===== src/rtl/sum_collector.sv =====
// sum_collector
// -------------
// Downstream stage of the 12-bit adder. Each one-cycle in_valid/in_data
// result is captured into a small show-ahead FIFO and offered to the
// consumer over a ready/valid handshake. The block also keeps a running
// total of consumed sums, the occupancy count, and sticky drop tracking.
// The adder cannot be stalled, so a push arriving while the FIFO is full
// (and nothing is popped that cycle) is discarded and recorded.
//
// Handshake: the head entry is transferred on a rising edge where
// out_valid && out_ready are both 1. out_valid never depends on out_ready,
// and once asserted it stays asserted with the same out_data until that
// transfer (or reset). in_valid has no ready; it is a fire-and-forget
// strobe.
//
// Configuration macro: SUM_COLLECTOR_SATURATE_EN
//   defined   -> acc saturates at 2^ACC_W-1 and holds there until reset
//   undefined -> acc wraps modulo 2^ACC_W
//
// Ports
//   clk        in   clock, rising edge
//   rst        in   asynchronous active-high reset
//   in_valid   in   one-cycle result strobe
//   in_data    in   W-bit sum, sampled when in_valid=1
//   out_valid  out  FIFO head is valid (count != 0)
//   out_data   out  FIFO head value (don't-care when out_valid=0)
//   out_ready  in   consumer accepts the head this cycle
//   count      out  current occupancy, 0..DEPTH
//   acc        out  running total of popped values
//   ovf        out  sticky: at least one push was dropped
//   drop_cnt   out  dropped push count, saturates at 255
//   ovf_clr    in   synchronous clear of ovf and drop_cnt
//   dbg_state  out  occupancy state: 0 EMPTY, 1 PARTIAL, 2 FULL

module sum_collector #(
  parameter int W     = 12,
  parameter int DEPTH = 4,
  parameter int ACC_W = 16
) (
  input  logic                       clk,
  input  logic                       rst,
  input  logic                       in_valid,
  input  logic [W-1:0]               in_data,
  output logic                       out_valid,
  output logic [W-1:0]               out_data,
  input  logic                       out_ready,
  output logic [$clog2(DEPTH):0]     count,
  output logic [ACC_W-1:0]           acc,
  output logic                       ovf,
  output logic [7:0]                 drop_cnt,
  input  logic                       ovf_clr,
  output logic [1:0]                 dbg_state
);

  localparam int AW = $clog2(DEPTH);
  localparam int CW = AW + 1;
  localparam logic [CW-1:0] FULL_CNT = CW'(DEPTH);

  typedef enum logic [1:0] {
    S_EMPTY   = 2'd0,
    S_PARTIAL = 2'd1,
    S_FULL    = 2'd2
  } occ_state_t;

  logic [W-1:0]     mem_q [DEPTH];
  logic [AW-1:0]    wr_ptr_q, wr_ptr_d;
  logic [AW-1:0]    rd_ptr_q, rd_ptr_d;
  logic [CW-1:0]    count_q, count_d;
  logic [ACC_W-1:0] acc_q, acc_d;
  logic             ovf_q, ovf_d;
  logic [7:0]       drop_cnt_q, drop_cnt_d;
  occ_state_t       state_q, state_d;

  logic             pop;
  logic             push;
  logic             drop;
  logic [ACC_W:0]   acc_sum;

  // A full FIFO still accepts a push when the head leaves in the same cycle.
  assign pop  = (count_q != '0) && out_ready;
  assign push = in_valid && ((count_q != FULL_CNT) || pop);
  assign drop = in_valid && (count_q == FULL_CNT) && !pop;

  // One extra bit catches the carry out of the accumulator.
  assign acc_sum = {1'b0, acc_q} + {{(ACC_W + 1 - W){1'b0}}, out_data};

  always_comb begin
    wr_ptr_d   = wr_ptr_q;
    rd_ptr_d   = rd_ptr_q;
    count_d    = count_q;
    acc_d      = acc_q;
    ovf_d      = ovf_q;
    drop_cnt_d = drop_cnt_q;
    state_d    = state_q;

    // DEPTH is a power of two, so the pointers wrap naturally.
    if (push) wr_ptr_d = wr_ptr_q + AW'(1);
    if (pop)  rd_ptr_d = rd_ptr_q + AW'(1);

    if (push && !pop)      count_d = count_q + CW'(1);
    else if (pop && !push) count_d = count_q - CW'(1);

    if (pop) begin
`ifdef SUM_COLLECTOR_SATURATE_EN
      acc_d = acc_sum[ACC_W] ? {ACC_W{1'b1}} : acc_sum[ACC_W-1:0];
`else
      acc_d = acc_sum[ACC_W-1:0];
`endif
    end

    if (drop) begin
      ovf_d = 1'b1;
      if (drop_cnt_q != 8'hFF) drop_cnt_d = drop_cnt_q + 8'd1;
    end
    // Clear wins over a drop in the same cycle.
    if (ovf_clr) begin
      ovf_d      = 1'b0;
      drop_cnt_d = 8'd0;
    end

    if (count_d == '0)            state_d = S_EMPTY;
    else if (count_d == FULL_CNT) state_d = S_FULL;
    else                          state_d = S_PARTIAL;
  end

  always_ff @(posedge clk or posedge rst) begin
    if (rst) begin
      wr_ptr_q   <= '0;
      rd_ptr_q   <= '0;
      count_q    <= '0;
      acc_q      <= '0;
      ovf_q      <= 1'b0;
      drop_cnt_q <= 8'd0;
      state_q    <= S_EMPTY;
    end else begin
      wr_ptr_q   <= wr_ptr_d;
      rd_ptr_q   <= rd_ptr_d;
      count_q    <= count_d;
      acc_q      <= acc_d;
      ovf_q      <= ovf_d;
      drop_cnt_q <= drop_cnt_d;
      state_q    <= state_d;
    end
  end

  // Storage contents are don't-care after reset, so no reset here.
  always_ff @(posedge clk) begin
    if (push) mem_q[wr_ptr_q] <= in_data;
  end

  assign out_valid = (count_q != '0);
  assign out_data  = mem_q[rd_ptr_q];
  assign count     = count_q;
  assign acc       = acc_q;
  assign ovf       = ovf_q;
  assign drop_cnt  = drop_cnt_q;
  assign dbg_state = state_q;

endmodule

===== config.mk =====
export PLATFORM = sky130hd
export DESIGN_NAME = sum_collector
export DESIGN_NICKNAME = d
export VERILOG_FILES = /design/src/rtl/sum_collector.sv
export SDC_FILE = /design/constraint.sdc
export NUM_CORES = 1
export LEC_CHECK = 0
export CORE_UTILIZATION = 54
export DETAILED_ROUTE_END_ITERATION = 16
export PLACE_DENSITY_LB_ADDON = 0.2
export SLEW_MARGIN = 20
export SYNTH_ARGS = -nofsm -noshare
export SYNTH_HDL_FRONTEND = slang
export SYNTH_SLANG_ARGS = --single-unit
export TNS_END_PERCENT = 10

===== constraint.sdc =====
create_clock -name clk -period 3.7 [get_ports clk]
set_input_delay 0.74 -clock clk [delete_from_list [all_inputs] [get_ports clk]]
set_output_delay 0.74 -clock clk [all_outputs]
set_load 0.02 [all_outputs]

# --- Yosys cells after proc, flatten, opt, wreduce, memory -nomap -nowiden ---
# Memory sizes are Yosys's and may differ from the RTL's.
# Cells that the tools add are included.
word_totals:
  register_bits: 34
  mem_bits_rw: 48
  input_bits: 17
  out_inout_bits: 43
  wordCells: 43
  memories: 1
mem_list:
  columns: ["name", "words", "width", "rd", "rd_ports_with_merged_regs", "write_ports", "line_no", "text"]
  rows:
  - ["mem_q", 4, 12, 1, 0, 1, "65", "logic [W-1:0] mem_q [DEPTH];"]
op_classes:
  add_sub_neg: 6
  eq_ne: 4
  n_mux: 11
  reduce_logical: 14
ops:
  columns: ["op", "n"]
  rows:
  - ["8-bit two-way mux", 3]
  - ["16-bit by 12-bit adder with 16-bit output", 1]
  - ["8-bit by 1-bit adder with 8-bit output (second input constant)", 1]
  - ["8-bit != test (second input constant)", 1]
  - ["3-bit == test (second input constant)", 2]
  - ["1-bit logical AND", 6]
  - ["3-bit two-way mux", 2]
  - ["2-bit by 1-bit adder with 2-bit output (second input constant)", 2]
  - ["1-bit two-way mux", 4]
  - ["2-bit two-way mux", 2]
  - ["2-bit nonzero test", 2]
  - ["3-bit by 1-bit adder with 3-bit output (second input constant)", 1]
  - ["3-bit zero test", 1]
  - ["3-bit != test (second input constant)", 1]
  - ["3-bit nonzero test", 1]
  - ["3-bit by 1-bit subtractor with 3-bit output (second input constant)", 1]
  - ["1-bit zero test", 2]
  - ["2-bit AND reduction", 1]
  - ["1-bit logical OR", 1]

# --- Depth between registers and ports, before layout ---
depth:
  depth_word: 11
  ltp_mapped: 10
  mapped_depth_nobuf: 9

# --- Least setup slack after synthesis ---
# Ideal clock, no wire load.
synth_timing:
  path_type: "register -> register"
  from: "reg rd_ptr_q[0]"
  to: "reg acc_q[9] (netlist: acc[9])"
  setup_time_ps: 131
  arrival_ps: 2939
  required_ps: 3569
  slack_ps: 629
  stages_incl_launch_ff: 10
  n_path_buf: 2
  synth_period_minus_slack_ps: 3071
  cell_sequence: "dfrtp_1 -> clkbuf_1 -> buf_2 -> mux4_2 -> ha_1 -> a21o_1 -> o21bai_2 -> a31oi_4 -> nor4_1 -> or3_1"
synth_between:
  elab_chain_len: 2
synth_lines:
  columns: ["item", "line_no", "text"]
  rows:
  - ["start: declaration", "67", "logic [AW-1:0] rd_ptr_q, rd_ptr_d;"]
  - ["start signal: assignment", "137", "rd_ptr_q <= rd_ptr_d;"]
  - ["memory 4 x 12 bit", null, null]
  - ["net out_data[4]", "45", "output logic [W-1:0] out_data,"]
  - ["16-bit by 12-bit adder with 16-bit output", "85", "assign acc_sum = {1'b0, acc_q} + {{(ACC_W + 1 - W){1'b0}}, out_data};"]
  - ["end signal: assignment", "131", "acc_q <= '0;"]
  - ["end signal: assignment", "139", "acc_q <= acc_d;"]
  - ["end: declaration", "69", "logic [ACC_W-1:0] acc_q, acc_d;"]
# The timed path passes the listed nets, and every way through them passes these cells.
# A chain may end at the register's enable or synchronous reset.

# --- Final worst setup path ---
layout_timing:
  from: "reg rd_ptr_q[1]"
  to: "reg acc_q[10] (netlist: acc[10])"
layout_between:
  elab_chain_len: 2
layout_lines:
  columns: ["item", "line_no"]
  rows:
  - ["memory 4 x 12 bit", null]
  - ["16-bit by 12-bit adder with 16-bit output", "85"]
# No other way between the ends.

==> out/results.tsv <==
stage	metric	value	unit
sta	fin crit share	0.7845	
floorplan	die span in x	87.65	microns
worst_setup_path	worst path cell trace	mux4_2 -> ha_1 -> inv_1 -> fa_1 -> nor2b_1 -> o2111ai_1 -> a211oi_2 -> nor4_1 -> o31ai_1	
worst_setup_path	CP Launch Type	register	
power_and_ir_drop	switching portion of total power	0.4208	
power_and_ir_drop	Switch Pwr	1.893	mW
power_and_ir_drop	VDD IR-drop max	0.0004495	V
sta	Fin. Hold Viols	0	
synth	top cells by area, synth	edfxtp_1, dfrtp_1, mux4_2, ha_1, nand2_1	
clocking	Clock Latency Late Sink	360	ps
floorplan	Die Height	87.65	microns
worst_setup_path	Critical Path Fanout Max	13	
drt	1st-pass router iterations	4	
worst_setup_path	critical path arrival	3170	ps
place	PortBufs	59	
clocking	Resize count post-CTS	0	
synth	register area share after synthesis	0.5786	
worst_setup_path	number of buffers and inverters on the critical path	1	
synth	post-synthesis cell area	3961	sq um
layout	diode count	0	
sta	Final setup viols	0	
synth	ys async rst share	0.4146	
synth	Synth Instances	307	
floorplan	Core ar.	6944	sq um
synth	syn nets	345	
synth	area fraction of the dominant cell type after synthesis	0.3639	
floorplan	initial core utilization	0.5705	
outcome	status	finished, final reports clean	
synth	Synth area leader	edfxtp_1	
clocking	CTS tree	yes	
drt	routed via count	2664	
sta	RSZ-0062 raised after global routing	false	
synth	Ys Warns	0	
clocking	maximum root-to-sink buffer count	2	
flow_run	Max-Cap Viols	0	
worst_hold_path	worst min path class	reg -> reg	
clocking	CTS Buf Count	9	
global_routing	Overall Global Routing Usage	0.2225	
synth	Most used DFF post-synth	edfxtp_1	
clocking	clock slew at reported path FFs	90	ps
global_routing	first-pass GRT wire length	12630	microns
global_routing	vias in the first global route	2639	
synth	Yosys reg bits	82	
synth	Cell variety after synth	54	
drt	DR WL/cell	16.38	microns
place	HPWL after detailed placement	5662	microns
worst_setup_path	WP data required	3960	ps
synth	Post-Syn Area per Cell	12.90	sq um
drt	vias per cell	5.644	
place	worst slack, placed	824.3	ps
clocking	clock sink count	82	
layout	Area growth syn-to-layout	22.36	%
clocking	# hold bufs at CTS	0	
drt	Routed Antenna Nets	0	
clocking	root buf cell	clkbuf_8	
synth	most common cell in the synthesized netlist	edfxtp_1	
sta	min Tclk post-route	2903	ps
layout	Final Net Count	409	
worst_setup_path	CP peak stage delay	730	ps
drt	initial detailed-routing violation count	126	
floorplan	# rows	30	
power_and_ir_drop	static leakage	1.868	nW
floorplan	DIE AREA	7683	sq um
sta	fmax	344.5	MHz
worst_setup_path	Setup crit end kind	register	
worst_setup_path	Top delay family on crit path	compound AO/OA/AOI/OAI gates	
global_routing	GRT overflow	0	
power_and_ir_drop	clock power share	0.140	
sta	total negative slack	0	ps
power_and_ir_drop	P per Cell Area	928.1	nW/um^2
sta	Clock Skew	13.33	ps
clocking	H-tree Lvls	3	
power_and_ir_drop	cell-internal power	2.605	mW
sta	fin. max-slew vios	0	
place	Routability Congestion	0.7857	
clocking	setup bufs post-CTS	0	
sta	worst setup margin	797.3	ps
synth	Post-synth top cells	edfxtp_1, dfrtp_1, nand2_1, ha_1	
power_and_ir_drop	Logic pwr share	0.549	
global_routing	initial antenna violation count	0	
layout	share of cells above drive strength 1	0.1011	
synth	Post-synth EDFFs	48	
floorplan	I/O pin total	60	
drt	total wire length	7733	microns
worst_setup_path	CP max stage cell	dfrtp_1	
sta	Slew headroom	0.5468	
power_and_ir_drop	Flop pwr share	0.312	
drt	Residual DRC	0	
worst_setup_path	critical path class	reg -> reg	
sta	measured slew at the worst slew-check pin	679.8	ps
global_routing	largest net degree at the start of global routing	35	
-- layout by cell type (no fill, tap or decap), types with 3 or more instances in the layout --
cell type	count
a21o_1	6
edfxtp_1	48
nand2_1	31
nand3b_1	3
inv_6	4
xor2_1	5
nand4_1	4
dfrtp_1	34
nor3_1	6
nor2_1	13
clkbuf_8	9
and3_1	6
a21oi_1	11
clkdlybuf4s50_1	59
mux4_2	12
nand2b_1	3
ha_1	20
o21ai_0	13
buf_4	4
nor4_1	3
nand3_1	11
o31ai_1	5
or3_1	6
xnor2_1	10
inv_1	12
o211ai_1	3
-- power by group through the flow --
stage                     logic (mW)  registers [mW]  clock network [mW]
after floorplan                 1.59            1.50                   0
after global placement          2.41            1.41                   0
after detailed placement        2.46            1.42                   0
after CTS                       2.47            1.40               0.641
after global routing            2.70            1.44               0.680
final                           2.47            1.40               0.628
-- per-layer routing --
metal / routed length, microns / vias to the layer above / GRT usage
met3: 310 / 9 / 0.05278
met1: 3552 / 1312 / 0.2896
met5: 0 / - / 0
met2: 3789 / 50 / 0.3700
li1: - / 1293 / -
met4: 80 / 0 / 0.07452
-- final timing paths --
check | endpoint | cells past startpoint | slack, ps | startpoint
worst min register to register | acc[15] | 1 | 470 | acc[15]
worst min-delay path | acc[15] | 1 | 470 | acc[15]
worst max register to register | acc[10] | 9 | 800 | rd_ptr_q[1]
min in group asynchronous | drop_cnt[4] | 3 | 770 | rst
worst max-delay path | acc[10] | 9 | 800 | rd_ptr_q[1]
max in group asynchronous | acc[7] | 3 | 2600 | rst
-- logic make-up (layout without fill, tap and decap cells) --
logic type,after synthesis,count (layout),share of synthesized area
flops,82,82,0.5786
compound gates,58,58,0.1039
xor+xnor,15,15,0.03316
simple gates,95,95,0.1203
fa+ha+maj,21,21,0.06823
mux,14,14,0.07328
buf+inv,22,91,0.02242
-- per-stage QoR --
step	util	instance area (sq um)	total power [mW]	hold WS (ps)	cells
finish	0.6980	4847	4.499	471.3	472
CTS	0.6980	4847	4.518	479.9	472
global placement	0.6708	4658	3.817	462.1	456
floorplan	-	3961	3.084	579.6	307
global route	0.6980	4847	4.818	496.8	472
detailed placement	0.6708	4658	3.885	467.2	456
-- state kept, by name (all words and copies together), names as in the netlist --
signal,cells
dbg_state,2
mem_q,48
acc,16
drop_cnt,8
count,3
wr_ptr_q,2
ovf,1
rd_ptr_q,2
-- final cells by class --
type	instances	area, sq um
Clock buffer	9	123.9
Clock inverter	7	65.06
Fill cell	496	2097
Inverter	12	45.04
Multi-Input combinational cell	203	1580
Sequential cell	82	2292
Tap cell	96	120.1
Timing Repair Buffer	63	620.6
No activity file was read; power rests on OpenSTA's default activity.
